===== config.mk =====
export PLATFORM = sky130hd
export DESIGN_NAME = riscv_csr_ctrl
export DESIGN_NICKNAME = d
export VERILOG_FILES = /design/src/rtl/riscv_pkg.sv /design/src/rtl/riscv_csr_ctrl.sv
export SDC_FILE = /design/constraint.sdc
export NUM_CORES = 1
export LEC_CHECK = 0
export CORE_MARGIN = 3
export CORE_UTILIZATION = 42
export CTS_CLUSTER_DIAMETER = 200
export DETAILED_ROUTE_END_ITERATION = 8
export PLACE_DENSITY = 0.79
export SLEW_MARGIN = 0
export SYNTH_ARGS = -nofsm -noshare
export SYNTH_HDL_FRONTEND = slang
export SYNTH_SLANG_ARGS = --single-unit

===== constraint.sdc =====
create_clock -name clk -period 3 [get_ports clk]
set_clock_uncertainty 0.15 [all_clocks]
set_input_delay 0.9 -clock clk [delete_from_list [all_inputs] [get_ports clk]]
set_output_delay 0.9 -clock clk [all_outputs]
set_load 0.02 [all_outputs]

===== src/rtl/riscv_pkg.sv =====
// Shared RISC-V CSR types: operand width, CSR op encoding and the mstatus field layout,
// plus the architectural trap-entry / MRET field updates used by the CSR controller.
package riscv_pkg;

   localparam int          XLEN             = 32;
   localparam logic [11:0] CSR_MSTATUS_ADDR = 12'h300;

   // Encoding follows funct3[1:0] of the CSR instructions
   typedef enum logic [1:0] {
      CSR_RW = 2'b01,
      CSR_RS = 2'b10,
      CSR_RC = 2'b11
   } riscv_csr_op_t;

   typedef struct packed {
      logic [18:0] rsvd_31_13;
      logic [1:0]  mpp;
      logic [2:0]  rsvd_10_8;
      logic        mpie;
      logic [2:0]  rsvd_6_4;
      logic        mie;
      logic [2:0]  rsvd_2_0;
   } riscv_mstatus_t;

   function automatic riscv_mstatus_t mstatus_trap(input riscv_mstatus_t cur);
      riscv_mstatus_t nxt;
      nxt      = cur;
      nxt.mpie = cur.mie;
      nxt.mie  = 1'b0;
      nxt.mpp  = 2'b11;
      return nxt;
   endfunction

   // Only M-mode exists, so MPP is pinned back to M on return
   function automatic riscv_mstatus_t mstatus_mret(input riscv_mstatus_t cur);
      riscv_mstatus_t nxt;
      nxt      = cur;
      nxt.mie  = cur.mpie;
      nxt.mpie = 1'b1;
      nxt.mpp  = 2'b11;
      return nxt;
   endfunction

endpackage


===== src/rtl/riscv_csr_ctrl.sv =====
// CSR instruction controller for mstatus: IDLE/EXEC/RESP request pipeline with a
// read-modify-write port to riscv_csr and arbitration of trap-entry and MRET updates.
module riscv_csr_ctrl
   import riscv_pkg::*;
#(
   parameter logic [XLEN-1:0] MSTATUS_WMASK = 32'h0000_1888
) (
   input  logic            clk,
   input  logic            rst,
   input  logic            req_valid,
   output logic            req_ready,
   input  riscv_csr_op_t   req_op,
   input  logic [11:0]     req_addr,
   input  logic [XLEN-1:0] req_wdata,
   output logic            rsp_valid,
   input  logic            rsp_ready,
   output logic [XLEN-1:0] rsp_rdata,
   output logic            rsp_illegal,
   input  logic            trap_i,
   input  logic            mret_i,
   input  riscv_mstatus_t  mstatus_rd,
   output riscv_mstatus_t  mstatus_data_in,
   output logic            mstatus_wr_en
);

   typedef enum logic [1:0] {
      IDLE = 2'd0,
      EXEC = 2'd1,
      RESP = 2'd2
   } state_t;

   state_t          state_r, state_s;
   riscv_csr_op_t   op_r;
   logic [11:0]     addr_r;
   logic [XLEN-1:0] wdata_r;
   logic            trap_pend_r, mret_pend_r;
   logic            rsp_valid_r, rsp_illegal_r;
   logic [XLEN-1:0] rsp_rdata_r;

   logic            req_ready_s, accept_s, trap_now_s, mret_now_s;
   logic            legal_s, csr_we_s;
   logic [XLEN-1:0] old_s, new_s, merged_s;

   // Handshake gating: pending or live trap/mret owns the IDLE cycle
   always_comb begin
      trap_now_s  = (state_r == IDLE) && (trap_i || trap_pend_r);
      mret_now_s  = (state_r == IDLE) && !trap_now_s && (mret_i || mret_pend_r);
      req_ready_s = (state_r == IDLE) && !trap_i && !mret_i && !trap_pend_r && !mret_pend_r;
      accept_s    = req_valid && req_ready_s;
   end

   // Next-state logic
   always_comb begin
      state_s = state_r;
      case (state_r)
         IDLE: begin
            if (accept_s) state_s = EXEC;
            else          state_s = IDLE;
         end
         EXEC:    state_s = RESP;
         RESP: begin
            if (rsp_ready) state_s = IDLE;
            else           state_s = RESP;
         end
         default: state_s = IDLE;
      endcase
   end

   // CSR read-modify-write value and write qualification
   always_comb begin
      old_s    = mstatus_rd;
      legal_s  = (addr_r == CSR_MSTATUS_ADDR);
      new_s    = old_s;
      csr_we_s = 1'b0;
      case (op_r)
         CSR_RW: begin
            new_s    = wdata_r;
            csr_we_s = 1'b1;
         end
         CSR_RS: begin
            new_s    = old_s | wdata_r;
            csr_we_s = (wdata_r != {XLEN{1'b0}});
         end
         CSR_RC: begin
            new_s    = old_s & ~wdata_r;
            csr_we_s = (wdata_r != {XLEN{1'b0}});
         end
         default: begin
            new_s    = old_s;
            csr_we_s = 1'b0;
         end
      endcase
      merged_s = (old_s & ~MSTATUS_WMASK) | (new_s & MSTATUS_WMASK);
   end

   // Single mstatus write port; trap beats mret, and reset suppresses any write
   always_comb begin
      mstatus_wr_en   = 1'b0;
      mstatus_data_in = '0;
      if (rst) begin
         mstatus_wr_en = 1'b0;
      end else if (trap_now_s) begin
         mstatus_wr_en   = 1'b1;
         mstatus_data_in = mstatus_trap(mstatus_rd);
      end else if (mret_now_s) begin
         mstatus_wr_en   = 1'b1;
         mstatus_data_in = mstatus_mret(mstatus_rd);
      end else if ((state_r == EXEC) && legal_s && csr_we_s) begin
         mstatus_wr_en   = 1'b1;
         mstatus_data_in = riscv_mstatus_t'(merged_s);
      end else begin
         mstatus_wr_en = 1'b0;
      end
   end

   // State register and request capture
   always_ff @(posedge clk) begin
      if (rst) begin
         state_r <= IDLE;
         op_r    <= CSR_RW;
         addr_r  <= 12'h000;
         wdata_r <= {XLEN{1'b0}};
      end else begin
         state_r <= state_s;
         if (accept_s) begin
            op_r    <= req_op;
            addr_r  <= req_addr;
            wdata_r <= req_wdata;
         end
      end
   end

   // Trap/mret arriving while busy is parked until the next IDLE cycle consumes it
   always_ff @(posedge clk) begin
      if (rst) begin
         trap_pend_r <= 1'b0;
         mret_pend_r <= 1'b0;
      end else if (state_r == IDLE) begin
         trap_pend_r <= 1'b0;
         mret_pend_r <= 1'b0;
      end else begin
         trap_pend_r <= trap_pend_r | trap_i;
         mret_pend_r <= mret_pend_r | mret_i;
      end
   end

   // Response registers, held stable while the consumer stalls
   always_ff @(posedge clk) begin
      if (rst) begin
         rsp_valid_r   <= 1'b0;
         rsp_rdata_r   <= {XLEN{1'b0}};
         rsp_illegal_r <= 1'b0;
      end else if (state_r == EXEC) begin
         rsp_valid_r   <= 1'b1;
         rsp_rdata_r   <= legal_s ? old_s : {XLEN{1'b0}};
         rsp_illegal_r <= !legal_s;
      end else if ((state_r == RESP) && rsp_ready) begin
         rsp_valid_r <= 1'b0;
      end
   end

   assign req_ready   = req_ready_s;
   assign rsp_valid   = rsp_valid_r;
   assign rsp_rdata   = rsp_rdata_r;
   assign rsp_illegal = rsp_illegal_r;

endmodule

# Yosys cells after proc, flatten, opt, wreduce, memory -nomap -nowiden
# Index checks and enable logic that the tools add are counted.
[word_totals] register_bits=84 input_bits=84 out_inout_bits=68
[classes] n_eq_ne=6 mux=16 n_bitwise=6 n_reduce_logical=24
[ops] cell="32-bit 2-to-1 mux" n=5
[ops] cell="13-bit case mux with 3 select lines" n=1
[ops] cell="32-bit by 13-bit bitwise OR with 32-bit output" n=1
[ops] cell="32-bit nonzero test" n=1
[ops] cell="13-bit AND" n=1
[ops] cell="13-bit inverter" n=1
[ops] cell="13-bit bitwise OR" n=1
[ops] cell="12-bit by 10-bit equality test with 1-bit output, second input constant" n=1
[ops] cell="1-bit logical AND" n=11
[ops] cell="1-bit 2-to-1 mux" n=7
[ops] cell="2-bit equality test, second input constant" n=3
[ops] cell="1-bit zero test" n=6
[ops] cell="2-bit case mux with 3 select lines" n=1
[ops] cell="2-bit by 1-bit equality test with 1-bit output, second input constant" n=2
[ops] cell="2-bit OR reduction" n=2
[ops] cell="2-bit zero test" n=1
[ops] cell="1-bit logical OR" n=2
[ops] cell="2-bit 2-to-1 mux" n=1
[ops] cell="1-bit bitwise OR" n=2
[ops] cell="1-bit case mux with 2 select lines" n=1
[ops] cell="2-bit nonzero test" n=1

# Longest topological paths before layout
[logic_depth] depth_word=8 ltp_mapped=7 depth_no_buf=4

# Least setup slack after synthesis
# OpenSTA, ideal clock, no wires.
[synth_timing] path_kind="input-to-output" startpoint="input mret_i" endpoint="output mstatus_data_in[0] in the netlist's numbering" t_arrival_ns=2.302 t_required_ns=1.950 slack_ns=-0.352 stages=6 path_buffers=2 cell_sequence="nor2_1 > a21boi_2 > nor4_2 > buf_4 > buf_6 > nor4b_1"
[synth_lines] element="start: declaration" line="riscv_csr_ctrl.sv:20" source="input logic mret_i,"
[synth_lines] element="end: declaration" line="riscv_csr_ctrl.sv:22" source="output riscv_mstatus_t mstatus_data_in,"

==> insert_results.sql <==
INSERT INTO impl_metrics (metric_group, metric, value, unit) VALUES
('yosys', 'ys_top_cells_by_count', 'nand2_1 (91), dfxtp_1 (84), a21oi_1 (50), nor2_1 (40), a22oi_1 (32)', ''),
('cells_and_area', 'flow.area_growth_from_synthesis', '82.3', '%'),
('drt', 'dr.pass1.iters', '5', ''),
('floorplanning', 'pin_count', '152', ''),
('hold_path', 'hold_depth', '2', ''),
('yosys', 'synth_edf_count', '0', ''),
('yosys', 'post_synth_inst_count', '423', ''),
('hold_path', 'hold-path-endpoint', 'addr_r[9]$_SDFFE_PP0N_', ''),
('yosys', 'synth.most_common_cell', 'nand2_1', ''),
('global_route', 'grt_pass1_vias', '4118', ''),
('cells_and_area', 'share_of_layout_cells_above_drive_strength_1', '0.319', ''),
('sta', 'finalHoldViolations', '0', ''),
('global_route', 'residual_overflow_from_global_routing', '0', ''),
('drt', 'drt-initial-drc-count', '240', ''),
('sta', 'setup_slack', '-0.388', 'ns'),
('critical_path', 'r2r_setup_slack', '1.04', 'ns'),
('yosys', 'yosys_register_bits', '84', ''),
('global_route', 'grt_max_degree', '51', ''),
('sta', 'rsz0062_at_grt', 'yes', ''),
('critical_path', 'worst-r2r-cell-count', '8', ''),
('yosys', 'postSynth.asyncResetShare', '0', ''),
('drt', 'post_drt_via_cell_ratio', '5.46', ''),
('placement', 'place.port_buffers', '151', ''),
('floorplanning', 'fp-row-count', '33', ''),
('yosys', 'synth.cell_area', '3580', 'sq um'),
('run_status', 'violations', 'setup timing', ''),
('floorplanning', 'initial_utilization', '0.433', ''),
('sta', 'achievable-frequency', '295', 'MHz'),
('critical_path', 'list_of_cells_traversed_by_the_critical_path', 'buf_2 > nor2_4 > a21boi_2 > buf_4 > nor4_4 > buf_6 > buf_12 > buf_16 > nor4b_4 > buf_4', ''),
('global_route', 'global_route.usage.met2', '0.479', ''),
('global_route', 'globalRouteTotalUtil', '0.260', ''),
('critical_path', 'critical_path.max_fanout', '5', ''),
('drt', 'wirelength', '13200', 'um'),
('hold_path', 'holdCritStartpoint', 'addr_r[9]$_SDFFE_PP0N_', ''),
('placement', 'dp_cells', '729', ''),
('sta', 'holdWs', '0.313', 'ns'),
('sta', 'setup_viol_count_final', '31', ''),
('yosys', 'sequential_to_total_area_share_from_yosys_stat', '0.470', ''),
('yosys', 'synth_ff_type', 'dfxtp_1', ''),
('power_and_ir_drop', 'pwr_per_cell_area', '383', 'nW/um^2'),
('critical_path', 'critical_path_s_largest_stage_delay', '0.28', 'ns'),
('global_route', 'groute.layer.met1.usage', '0.288', ''),
('drt', 'vias', '4137', ''),
('sta', 'layout_worst_path_cycle_share', '1.13', ''),
('critical_path', 'critical-path-top-cell-by-count', 'buf_4', ''),
('job', 'timing.max_cap.violations', '0', ''),
('cells_and_area', 'finalInstanceArea', '6520', 'sq um'),
('floorplanning', 'placeable_area', '8260', 'sq um'),
('critical_path', 'critical-path-slowest-cell', 'nor4b_4', ''),
('global_route', 'met3_usage', '0.0529', ''),
('yosys', 'netlist_top_cells_area', 'dfxtp_1 (47%), nand2_1 (9.6%), a21oi_1 (7.0%), a22oi_1 (6.7%), nor4b_1 (4.9%)', ''),
('placement', 'placedInstanceArea', '5990', 'sq um'),
('yosys', 'synthDistinctLibCells', '41', ''),
('cells_and_area', 'final.fill_count', '518', ''),
('critical_path', 'worst_ep_arrival_time', '2.34', 'ns'),
('sta', 'timing.final.max_slew_violations', '0', ''),
('sta', 'timing.slew.headroom', '0.643', ''),
('sta', 'tightestPinTransition', '0.535', 'ns'),
('yosys', 'avgSynthCellArea', '8.45', 'sq um'),
('floorplanning', 'die_area', '9660', 'sq um'),
('critical_path', 'cp.required', '1.95', 'ns'),
('critical_path', 'setup.worst_path.class', 'in -> out', ''),
('yosys', 'synth_largest_area_cell', 'dfxtp_1', ''),
('cts', 'cts.path.max_buffers', '2', ''),
('placement', 'post-dp-hpwl', '8800', 'um'),
('placement', 'routabilityCongestion', '0.820', ''),
('cts', 'clkLatencyLatePin', '0.35', 'ns'),
('run_status', 'status', 'complete, but fails checks', ''),
('cts', 'clk_pin_slew', '0.08', 'ns'),
('power_and_ir_drop', 'max-vdd-ir-drop', '0.309', 'mV'),
('cts', 'depth_of_the_cts_h_tree', '3', '');
## routing by layer
layer	up-vias	share of wire	routed length, um
li1	1953	-	-
met1	1950	0.38	5000
met2	188	0.51	6770
met3	46	0.068	891
met4	0	0.039	510
met5	-	0	0
## cells in the final DEF, fill, tap and decap left out, types with 4 or more instances in the layout
cell / Yosys / routed
buf_6: 3 / 8
dfxtp_1: 84 / 78
nor4_1: 12 / 6
buf_2: 7 / 8
nor4b_2: 10 / 4
nand2_1: 91 / 91
buf_12: 0 / 9
nor4b_4: 0 / 18
a21oi_1: 50 / 50
clkdlybuf4s50_1: 0 / 111
nor4b_1: 20 / 8
buf_4: 7 / 109
a22oi_1: 32 / 32
nor4_4: 0 / 5
nand4_1: 5 / 5
nor2_1: 40 / 38
dfxtp_2: 0 / 6
clkbuf_8: 0 / 9
## power breakdown
group / switching [uW] / total, uW / internal [uW]
clock network: 404 / 784 / 380
logic: 249 / 560 / 310
registers: 17.5 / 1160 / 1140
## worst max-delay path, delay by kind of cell
kind                   cells  cell delay (ns)
AOI/OAI and AO/OA          1             0.20
buffers and inverters      6             0.88
and+or+nand+nor            3             0.36
## repair_timing
item | 4_1_cts | 5_1_grt
gates resized for setup | 232 | 18
setup endpoints to repair | 34 | 34
setup buffers | 10 | 3
pin swaps | 14 | 15
cloned | 4 | 0
## through the flow
stage	power (uW)	TNS, ns	util
4_1_cts	2490	-9.36	0.784
3_5_place_dp	1690	-36.16	0.725
2_1_floorplan	1390	-2.34	-
6_report	2500	-8.95	0.789
5_1_grt	2590	-12.34	0.789
3_3_place_gp	1680	-34.73	0.725
## layout make-up
cell class / instances / area [sq um] / area share
clock buffer: 9 / 124 / 0.0190
inverter: 2 / 7.51 / 0.00115
timing repair buffer: 252 / 2360 / 0.363
tap: 105 / 131 / 0.0202
clock inverter: 6 / 66.3 / 0.0102
multi-input combinational: 300 / 2140 / 0.328
sequential: 84 / 1690 / 0.259
## flip-flops by register name, summed over array words and instances (netlist names)
register and count:
addr_r 12, rsp_illegal 1, rsp_valid 1, op_r 2
trap_pend_r 1, rsp_rdata 32, wdata_r 32, mret_pend_r 1
state_r 2
## cell families after synthesis
kind of cell | count (synthesis) | synth area share
and+or+nand+nor | 202 | 0.303
AOI/OAI and AO/OA | 97 | 0.168
DFF | 84 | 0.470
buffers and inverters | 39 | 0.0570
xor gates and xnor gates | 1 | 0.00245
## how the worst max path moves through the flow
stage,startpoint,endpoint,cells past startpoint
floorplan,mret_i,mstatus_data_in[1],5
global route,wdata_r[5]$_SDFFE_PP0N_,mstatus_data_in[14],10
global placement,trap_i,mstatus_data_in[0],7
detailed placement,trap_i,mstatus_data_in[19],7
CTS,wdata_r[8]$_SDFFE_PP0N_,mstatus_data_in[14],10
finish,mret_i,mstatus_data_in[19],10
No activity file was read; power rests on OpenSTA's default activity.
==> RTL change 1, RTL diff (same settings) <==
Put a register stage on the output `mstatus_wr_en`, with the module's reset. The value now appears one clock later. The other outputs are not delayed to match.
--- a/src/rtl/riscv_csr_ctrl.sv
+++ b/src/rtl/riscv_csr_ctrl.sv
@@ -29,4 +29,6 @@
       RESP = 2'd2
    } state_t;
+
+   logic mstatus_wr_en_d;
 
    state_t          state_r, state_s;
@@ -96,19 +98,19 @@
    // Single mstatus write port; trap beats mret, and reset suppresses any write
    always_comb begin
-      mstatus_wr_en   = 1'b0;
+      mstatus_wr_en_d = 1'b0;
       mstatus_data_in = '0;
       if (rst) begin
-         mstatus_wr_en = 1'b0;
+         mstatus_wr_en_d = 1'b0;
       end else if (trap_now_s) begin
-         mstatus_wr_en   = 1'b1;
+         mstatus_wr_en_d = 1'b1;
          mstatus_data_in = mstatus_trap(mstatus_rd);
       end else if (mret_now_s) begin
-         mstatus_wr_en   = 1'b1;
+         mstatus_wr_en_d = 1'b1;
          mstatus_data_in = mstatus_mret(mstatus_rd);
       end else if ((state_r == EXEC) && legal_s && csr_we_s) begin
-         mstatus_wr_en   = 1'b1;
+         mstatus_wr_en_d = 1'b1;
          mstatus_data_in = riscv_mstatus_t'(merged_s);
       end else begin
-         mstatus_wr_en = 1'b0;
+         mstatus_wr_en_d = 1'b0;
       end
    end
@@ -165,3 +167,11 @@
    assign rsp_illegal = rsp_illegal_r;
 
+   always_ff @(posedge clk) begin
+      if (rst) begin
+         mstatus_wr_en <= '0;
+      end else begin
+         mstatus_wr_en <= mstatus_wr_en_d;
+      end
+   end
+
 endmodule
Check against the original RTL: not equivalent (Yosys sat finds a counterexample within 4 cycles, from zero or initial values and one cycle with rst high).
==> RTL change 1 against the original RTL <==
  * The run still ends with negative setup slack left
  * Setup slack improved by 0.096 ns
  * Sequential cell count up 1
  * Via count fell by 2.0%
  * Largest cell class unchanged
  * Hold slack improved by 0.0011 ns
  * Area after synthesis increased by 0.56%
  * Highest routed layer unchanged
  * Fmax up 2.9%
  * Routed wire length is 3.0% lower
  * Critical path type unchanged
  * Total power increased by 0.27%
  * Final area is 1.6% lower
  * Non-clock buffer count decreased by 9
==> RTL change 1: results (changes against the original RTL) <==
Logic synthesis
  – Synth area leaders: dfxtp_1 (47%), nand2_1 (9.5%), a21oi_1 (7.0%) (was dfxtp_1 (47%), nand2_1 (9.6%), a21oi_1 (7.0%))
  – Synth Net Count: 508 (was 507)
  – Netlist cell types: 40 (was 41)
  – Sequential fraction of the synthesis area: 0.473 (was 0.470)
  – Post-Syn Instances: 424 (was 423)
  – Commonest cells in the netlist: nand2_1 (91), dfxtp_1 (85), a21oi_1 (50) (was nand2_1 (91), dfxtp_1 (84), a21oi_1 (50))

Timing
  – Worst-margin pin slew: 0.557 ns (was 0.535 ns)
  – Minimum hold slack: 0.314 ns (was 0.313 ns)
  – Final worst slack: -0.292 ns (was -0.388 ns)
  – Final setup vio count: 32 (was 31)

Worst setup path
  – R2R Setup Slk: 0.84 ns (was 1.04 ns)
  – Reg2reg end: mstatus_wr_en$_SDFF_PP0_ (was wdata_r[12]$_SDFFE_PP0N_)
  – R2R depth: 9 (was 8)
  – Worst r2r src: wdata_r[4]$_SDFFE_PP0N_ (was state_r[1]$_SDFF_PP0_)
  – Crit-path slowest cell: nor4b_1 (was nor4b_4)
  – Critical path arrival: 2.24 ns (was 2.34 ns)

Route
  – Detail-routed via count per cell: 5.41 (was 5.46)
  – Via Count: 4054 (was 4137)
  – Average routed wire per standard cell: 17.1 µm (was 17.4 µm)
  – 1st-iter DRT viols: 220 (was 240)

Cells and area
  – Layout cells sized above 1: 0.309 (was 0.319)

Min path
  – Hold path start: addr_r[11]$_SDFFE_PP0N_ (was addr_r[9]$_SDFFE_PP0N_)
  – Hold Path Sink: addr_r[11]$_SDFFE_PP0N_ (was addr_r[9]$_SDFFE_PP0N_)

Power and ir drop
  – Leak Pwr: 2.48 nW (was 2.52 nW)

Global route
  – GRT Overall Usage: 0.245 (was 0.260)
  – First-pass GRT wire length: 19.5 mm (was 20.2 mm)
  – Vias in the first global route: 3975 (was 4118)
  – Largest net degree at the start of global routing: 55 (was 51)

Placed design
  – Placed cell count: 724 (was 729)

Run status
  – Outcome: finished with violations (unchanged)
  – Failing checks: negative setup slack (unchanged)
[RTL change 1: cell families (layout without fill, tap and decap cells)]
logic type	count (synthesis)	after routing	share of synthesized area
flops	85	85	0.473
xor+xnor	1	1	0.00244
compound gates	97	97	0.167
buf+inv	39	258	0.0567
other cells	0	1	0
simple gates	202	202	0.301
[RTL change 1: where the power goes]
group	switching [W]	leakage [nW]	internal, W	total (W)
clock network	0.000377	0.0971	0.000416	0.000793
logic	0.000245	1.70	0.000297	0.000542
registers	0.0000185	0.690	0.00115	0.00117
[RTL change 1: cell type report]
cell class / instances / area [µm²]
multi-input combinational: 300 / 2160
tap: 105 / 131
timing repair buffer: 243 / 2220
clock buffer: 11 / 151
antenna: 1 / 2.50
inverter: 2 / 7.51
sequential: 85 / 1710
clock inverter: 2 / 35.0
fill: 565 / 1840
[RTL change 1: repair_timing]
| item | in CTS | in global routing |
|---|---|---|
| pin swaps | 17 | 16 |
| buffers inserted | 6 | 4 |
| gates cloned | 3 | 0 |
| setup endpoints to repair | 33 | 32 |
| resized for setup | 218 | 26 |
[RTL change 1: worst reg2reg max path, delay by kind of cell, from the launching register on]
kind,cells,cell delay [ns]
and+or+nand+nor,4,0.83
buffers and inverters,5,0.72
DFF,1,0.34
[RTL change 1: per-stage QoR]
stage | worst slack, ns | TNS [ns]
6_report | -0.292 | -7.40
4_1_cts | -0.397 | -9.74
5_1_grt | -0.357 | -9.66
2_1_floorplan | -0.198 | -2.34
3_5_place_dp | -1.05 | -32.63
3_3_place_gp | -1.01 | -31.05
[RTL change 1: layer usage]
metal	vias up	wire, µm	global-route usage
met5	-	0	0
met4	0	444	0.0924
met3	38	891	0.0368
met2	168	6520	0.445
met1	1912	4920	0.291
li1	1936	-	-
==> RTL change 2, RTL diff (same flow settings) <==
Made on the original files. Set the parameter `MSTATUS_WMASK` to 32'h00001000 (it was 32'h0000_1888).
--- a/src/rtl/riscv_csr_ctrl.sv
+++ b/src/rtl/riscv_csr_ctrl.sv
@@ -4,5 +4,5 @@
    import riscv_pkg::*;
 #(
-   parameter logic [XLEN-1:0] MSTATUS_WMASK = 32'h0000_1888
+   parameter logic [XLEN-1:0] MSTATUS_WMASK = 32'h00001000
 ) (
    input  logic            clk,
Formal check against the unedited RTL: not equivalent (Yosys sat finds a counterexample within 4 cycles, from zero or initial values and one cycle with rst high).
==> RTL change 2 against the original RTL <==
  * The run still ends with negative setup slack left
  * Hold slack got worse by 0.0080 ns
  * Cell count shrank 6.5%
  * Routed wire length decreased by 7.2%
  * Sequential cell count stayed put
  * Area after synthesis fell by 1.1%
  * Fmax grew 4.1%
  * Non-clock buffer count shrank 31
  * Final area shrank 4.8%
  * First-iteration DRC count decreased by 38%
  * Setup slack improved by 0.13 ns
  * Total power up 3.6%
  * Die area is 1.0% lower
  * Largest power group unchanged
==> RTL change 2: results (changes against the original RTL) <==
Cells and area
  – Post-layout nets: 686 (was 733)
  – Layout cells sized above 1: 0.295 (was 0.319)

Timing
  – Final setup vio count: 33 (was 31)
  – Final worst slack: -0.254 ns (was -0.388 ns)
  – Relative slew margins: 0.557 (was 0.643)

Worst setup path
  – R2R depth: 5 (was 8)
  – Crit path to: mstatus_data_in[18] (was mstatus_data_in[19])
  – Critical path startpoint: trap_i (was mret_i)
  – Slowest stage delay, CP: 0.32 ns (was 0.28 ns)
  – Reg2reg end: rsp_rdata[20]$_SDFFE_PP0N_ (was wdata_r[12]$_SDFFE_PP0N_)
  – Crit-path slowest cell: a21oi_4 (was nor4b_4)

Placed design
  – Dpl cell area: 5570 µm² (was 5990 µm²)
  – Final HPWL DP: 7.74 mm (was 8.80 mm)
  – GP Congestion: 0.861 (was 0.820)
  – DP Worst Slack: -1.05 ns (was -1.16 ns)
  – Placed cell count: 677 (was 729)

Logic synthesis
  – Netlist cell types: 36 (was 41)
  – Commonest cells in the netlist: nand2_1 (97), dfxtp_1 (84), a21oi_1 (47) (was nand2_1 (91), dfxtp_1 (84), a21oi_1 (50))
  – Post-synthesis xor/xnor area fraction: 0 (was 0.00245)
  – Synth Net Count: 491 (was 507)
  – Syn avg cell area: 8.69 µm² (was 8.45 µm²)

Min path
  – Hold path start: wdata_r[24]$_SDFFE_PP0N_ (was addr_r[9]$_SDFFE_PP0N_)

Route
  – Met2 WL: 6.41 mm (was 6.77 mm)
  – Detail-routed via count per cell: 5.36 (was 5.46)
  – Average routed wire per standard cell: 17.2 µm (was 17.4 µm)
  – 1st-iter DRT viols: 150 (was 240)
  – Metal3 WL: 834 µm (was 891 µm)
  – DR pass1 iterations: 4 (was 5)
  – Final wirelength: 12.2 mm (was 13.2 mm)

Global route
  – GR Layer Usage met3: 0.0550 (was 0.0529)
  – Largest net degree at the start of global routing: 48 (was 51)
  – GRT Overall Usage: 0.241 (was 0.260)
  – Met1 Resource Use GR: 0.281 (was 0.288)
  – Grt met2 use: 0.440 (was 0.479)
  – Vias in the first global route: 3770 (was 4118)

Power and ir drop
  – Seq pwr share: 0.446 (was 0.462)
  – Internal Power: 0.00191 W (was 0.00183 W)
  – Switching share of power: 0.263 (was 0.269)
  – Combinational share of power: 0.200 (was 0.224)

Run status
  – Outcome: finished with violations (unchanged)
  – Failing checks: negative setup slack (unchanged)

Die
  – Die W: 97.8 µm (was 98.3 µm)
-- RTL change 2: cell count changes in the layout (fill, tap and decap cells not counted), moves of 3 or more --
cell and change:
nor4_1 -4, buf_2 -5, nor4b_2 +8, buf_4 -27
nor4b_1 -8, buf_6 +3, a21oi_1 -3, nand2_1 +4
-- RTL change 2: area by class of cell --
class | count | area (µm²) | area share
timing repair buffer | 221 | 2120 | 0.341
multi-input combinational | 284 | 2040 | 0.328
sequential | 84 | 1690 | 0.272
tap | 102 | 128 | 0.0206
clock buffer | 9 | 124 | 0.0200
clock inverter | 7 | 105 | 0.0169
inverter | 2 | 7.51 | 0.00121
-- RTL change 2: repair_timing --
item / 4_1_cts / 5_1_grt
setup buffers: 12 / 6
cloned: 5 / 0
pin swaps: 14 / 17
gates resized for setup: 215 / 44
endpoints found under the setup margin: 34 / 33
